===== src/rtl/iic_seq.sv =====
// iic_seq: register-transaction sequencer driving iic_core byte strobes
module iic_seq #(
  parameter int TIMEOUT = 4096
) (
  input  logic       clock,
  input  logic       reset_n,
  input  logic       req,
  input  logic       op,
  input  logic [6:0] dev_addr,
  input  logic [7:0] reg_addr,
  input  logic [7:0] wdata,
  output logic [7:0] rdata,
  output logic       busy,
  output logic       done,
  output logic       err,
  output logic       core_start,
  output logic       core_stop,
  output logic       core_rw,
  output logic [7:0] core_din,
  input  logic [7:0] core_dout,
  input  logic       core_busy
);
  localparam int CW = $clog2(TIMEOUT);
  typedef enum logic [2:0] {S_IDLE, S_ISSUE, S_WAIT_ACC, S_WAIT_DONE, S_ABORT, S_DONE} state_t;
  state_t state, state_n;
  logic [2:0] step;
  logic [CW-1:0] cnt;
  logic op_q;
  logic [6:0] dev_q;
  logic [7:0] reg_q, wd_q;
  logic stop_step, last, tmo, active;
  logic [7:0] step_din;
  assign stop_step = op_q ? (step == 3'd2 || step == 3'd5) : step == 3'd3;
  assign last = step == (op_q ? 3'd5 : 3'd3);
  // the counter ends one short so the abort follows TIMEOUT-1 cycles in a phase
  assign tmo = cnt == CW'(TIMEOUT - 2);
  assign active = state == S_ISSUE || state == S_WAIT_ACC || state == S_WAIT_DONE;
  assign step_din = step == 3'd0 ? {dev_q, 1'b0} :
                    step == 3'd1 ? reg_q :
                    !op_q        ? wd_q :
                    step == 3'd3 ? {dev_q, 1'b1} : 8'h00;
  // state register
  always_ff @(posedge clock or negedge reset_n)
    if (!reset_n) state <= S_IDLE;
    else state <= state_n;
  // next-state: each handshake phase falls through to ABORT on timeout
  always_comb begin
    state_n = state;
    case (state)
      S_IDLE:      state_n = req ? S_ISSUE : S_IDLE;
      S_ISSUE:     state_n = !core_busy ? S_WAIT_ACC : tmo ? S_ABORT : S_ISSUE;
      S_WAIT_ACC:  state_n = core_busy ? S_WAIT_DONE : tmo ? S_ABORT : S_WAIT_ACC;
      S_WAIT_DONE: state_n = !core_busy ? (last ? S_DONE : S_ISSUE) : tmo ? S_ABORT : S_WAIT_DONE;
      S_ABORT:     state_n = S_DONE;
      S_DONE:      state_n = S_IDLE;
      default:     state_n = S_IDLE;
    endcase
  end
  // outputs: strobes fire only once the core is idle; din/rw held across the whole step
  always_comb begin
    busy       = state != S_IDLE;
    done       = state == S_DONE;
    core_start = state == S_ISSUE && !core_busy && !stop_step;
    core_stop  = (state == S_ISSUE && !core_busy && stop_step) || state == S_ABORT;
    core_din   = active ? step_din : 8'h00;
    core_rw    = active && op_q && step == 3'd4;
  end
  // request latch, step/timeout tracking, read capture and error flag
  always_ff @(posedge clock or negedge reset_n)
    if (!reset_n) begin
      step  <= '0;
      cnt   <= '0;
      op_q  <= 1'b0;
      dev_q <= '0;
      reg_q <= '0;
      wd_q  <= '0;
      rdata <= '0;
      err   <= 1'b0;
    end else begin
      if (state == S_IDLE && req) begin
        op_q  <= op;
        dev_q <= dev_addr;
        reg_q <= reg_addr;
        wd_q  <= wdata;
        err   <= 1'b0;
        step  <= '0;
      end
      if (state == S_ABORT) err <= 1'b1;
      if (state == S_WAIT_DONE && !core_busy) begin
        step <= step + 3'd1;
        if (op_q && step == 3'd4) rdata <= core_dout;
      end
      cnt <= (state_n != state || !active) ? '0 : cnt + 1'b1;
    end
endmodule


===== config.mk =====
export PLATFORM = sky130hd
export DESIGN_NAME = iic_seq
export DESIGN_NICKNAME = d
export VERILOG_FILES = /design/src/rtl/iic_seq.sv
export SDC_FILE = /design/constraint.sdc
export NUM_CORES = 1
export LEC_CHECK = 0
export ABC_AREA = 1
export BUFFER_PORTS_ARGS = -buffer_cell sky130_fd_sc_hd__buf_2
export CORE_MARGIN = 2
export CORE_UTILIZATION = 51
export CTS_BUF_LIST = sky130_fd_sc_hd__clkbuf_8
export CTS_CLUSTER_SIZE = 10
export DETAILED_ROUTE_END_ITERATION = 8
export PLACE_DENSITY = 0.85
export RECOVER_POWER = 100
export SLEW_MARGIN = 20
export SYNTH_ARGS = -nofsm -noshare
export SYNTH_HDL_FRONTEND = slang
export SYNTH_SLANG_ARGS = --single-unit

===== constraint.sdc =====
create_clock -name clock -period 2 [get_ports clock]
set_clock_uncertainty 0.05 [all_clocks]
set_input_delay 0.4 -clock clock [delete_from_list [all_inputs] [get_ports clock]]
set_output_delay 0.4 -clock clock [all_outputs]
set_load 0.05 [all_outputs]

==> impl_metrics.tcl <==
set metrics [dict create \
    status "finished with violations" \
    violations "setup timing" \
    critPathMaxFanout 7 \
    path_cells "inv_2, ha_4, nand2_4, buf_12, buf_4, a21oi_4, buf_6" \
    relSlewSlack_pct 17.3 \
    path_clk_slew_ps 90 \
    synth_top_family_by_area "simple AND/OR/NAND/NOR gates" \
    rows 26 \
    netlist_area_sq_um 2700 \
    synth_cell_type_count 29 \
    ir_worst_vdd_mv 1.25 \
    antenna_found_initial 0 \
    place.gp.congestion 0.851 \
    maxCapViolCount 0 \
    finalWorstPathRequiredPeriod_ps 2170 \
    grt_usage_pct 25.2 \
    ctsLongestPathBuffers 2 \
    hold_viol 0 \
    seq_area_frac_synth_pct 47.2 \
    wl_per_cell_um 15.1 \
    core_sq_um 5110 \
    final_nets 449 \
    rsz0062_at_grt "true" \
    synth_adder_area_share_pct 3.24 \
    drt_pass1_iterations 4 \
    final_common_cell "nand2_1" \
    area_growth_pct 37.0 \
    synth_compound_gate_area_share_pct 10.1 \
    synth_edf_count 0 \
    power.leakage_nw 1.79 \
    final.period_utilization_pct 109 \
    vias 2531 \
    worstMarginPinSlew_ps 1240 \
    cts_root_buf "clkbuf_8" \
    avgSynthCellArea_sq_um 8.26 \
    cts_tree "done" \
    reg2reg_slack_ps -20 \
    setup_ws_ps -174 \
    start_util_pct 52.9 \
    max_stage_delay_ps 430 \
    cts_made_buffers 5 \
    worst-path-buf-inv 4 \
    min-delay-start "wdata[3]" \
    portBuffers 57 \
    ys_ff_latch 51 \
    vias_per_cell 5.31 \
    synth-simple-area-share_pct 30.0 \
    synth-xor-area-share_pct 3.24 \
    slew_viol_final 0 \
    min_to "wd_q[3]" \
    synthArstFlopShare_pct 100 \
    globalRouteOverflowTotal 0 \
    fmax_mhz 460 \
    worstSkewPairLatency_ps 310 \
    synthFlopType "dfrtp_1" \
    ios 58 \
    yosysWarnings 0 \
    worst-endpoint-arrival_ps 1720 \
    hpwl_um 4210 \
    final_antenna_net_count 0 \
    drt_drc_violations_left 0 \
    timing.hold.ws_ps 227 \
    r2r_start "state[1]" \
    routed_wl_um 7200 \
    dieArea_sq_um 5900 \
    fin_setup_tns_ps -1460 \
    clock_sinks 51 \
    die_x_um 76.8 \
    grt_max_degree 52 \
    grt_pass1_wl_um 12000 \
    start_kind "flip-flop" \
    n_antenna_cell 0 \
    cp-startpoint "step[1]" \
    end_kind "output port" \
    crit_family "buffers and inverters" \
    grt_pass1_vias 2618 \
    timing.rr.end "rdata[7]" \
    synth_top_area_cell "dfrtp_1" \
    crit_required_ps 1550 \
    dp_slack_ps -66.8 \
    htree_levels 2 \
    hold_depth 3 \
    reg2regPathDepth 8 \
    die_h_um 76.8 \
    synth_area_leaders "dfrtp_1 47%, nand2_1 15%, nand3_1 4.8%" \
    worstSetupPathType "reg2out" \
    powerDensity_nw_per_um2 1580 \
    final_cell_mix "105 x nand2_1, 50 x dfrtp_1, 35 x buf_2, 19 x o21ai_2" \
    cp_slowest_cell "dfrtp_1" \
    hold_class "in2reg" \
    synth_mux_area_share_pct 0 \
    syn-num-nets 370 \
    finalSetupViolCount 20 \
    syn_inst 327 \
    hold_buffers 0 \
    drive_above_1_share_pct 40.5 \
    drtIter0Drc 200 \
    yosys.area.top_type_share_pct 47.2 \
]
==> area by class of cell <==
cell class | count | area (sq um)
Timing Repair Buffer | 83 | 602
Fill cell | 360 | 1400
Clock buffer | 5 | 68.8
Clock inverter | 3 | 15.0
Multi-Input combinational cell | 236 | 1540
Inverter | 29 | 110
Sequential cell | 51 | 1280
Tap cell | 70 | 87.6
==> state kept, by name, summed over array words and instances (netlist names) <==
register	cells
wd_q	8
step	3
state	3
reg_q	8
rdata	8
op_q	1
dev_q	7
err	1
cnt	12
==> kinds of logic (layout without fill, tap and decap cells) <==
logic type	after synthesis	count (layout)
buffers and inverters	40	120
DFF	51	51
AOI/OAI and AO/OA	45	45
and+or+nand+nor	174	174
xor gates and xnor gates	10	10
adders and majority gates	7	7
==> synth_stat cells, types with 2 or more instances <==
cell type  number
nor2_1         10
nand3_1        26
xnor2_1         2
nand4_1         4
dfrtp_1        51
buf_2           3
clkbuf_1        6
nand3_2         3
nor3_1          3
nand2_1       109
o21ai_2        10
xor2_1          8
nor2_2         12
o21ai_0        20
inv_2           7
inv_1          21
ha_1            7
a21oi_1        11
nor2_4          3
buf_6           2
==> worst max path at each step <==
stage	end	cells after the start	slack (ps)
3_3_place_gp	core_start	6	-40
4_1_cts	core_stop	9	-160
3_5_place_dp	core_din[2]	7	-70
2_1_floorplan	core_stop	5	-120
6_report	core_din[7]	7	-170
5_1_grt	core_din[4]	7	-240
==> repair_timing <==
item,in CTS,in global routing
gates resized for setup,76,19
setup endpoints to repair,11,11
pin swaps,4,0
cloned,2,0
setup buffers,5,1
==> through the flow <==
stage | util, % | instance area [sq um] | cells | total power (W)
global route | 72.5 | 3700 | 477 | 0.00618
floorplan | - | 2810 | 327 | 0.00368
CTS | 71.4 | 3650 | 476 | 0.00563
global placement | 63.8 | 3260 | 461 | 0.00433
finish | 72.5 | 3700 | 477 | 0.00584
detailed placement | 63.8 | 3260 | 461 | 0.00439
==> worst reg2reg max path, cell delays in order, from the launching register on <==
cell     delay (ps)
dfrtp_1         450
buf_4           170
inv_2            40
nor3_4          220
inv_2            70
nor2_1          320
nand4_4         340
nand2_1         180
o21ai_2          60
==> report_power, final <==
| group | leakage [nW] | switching [W] | total (W) | internal [W] |
|---|---|---|---|---|
| sequential | 0.668 | 0.000314 | 0.00167 | 0.00135 |
| combinational | 1.07 | 0.00224 | 0.00358 | 0.00134 |
| clock | 0.0477 | 0.000351 | 0.000592 | 0.000241 |
==> per-layer routing <==
metal  share of wire (%)  wire length [um]  vias to the layer above  track usage [%]
li1                    -                 -                     1205                -
met1                  40              2860                     1191             32.5
met2                  52              3720                      109             41.7
met3                 5.3               379                       26             3.88
met4                 3.2               233                        0             11.6
met5                   0                 0                        -                0
Power figures use the tool's default switching activity.
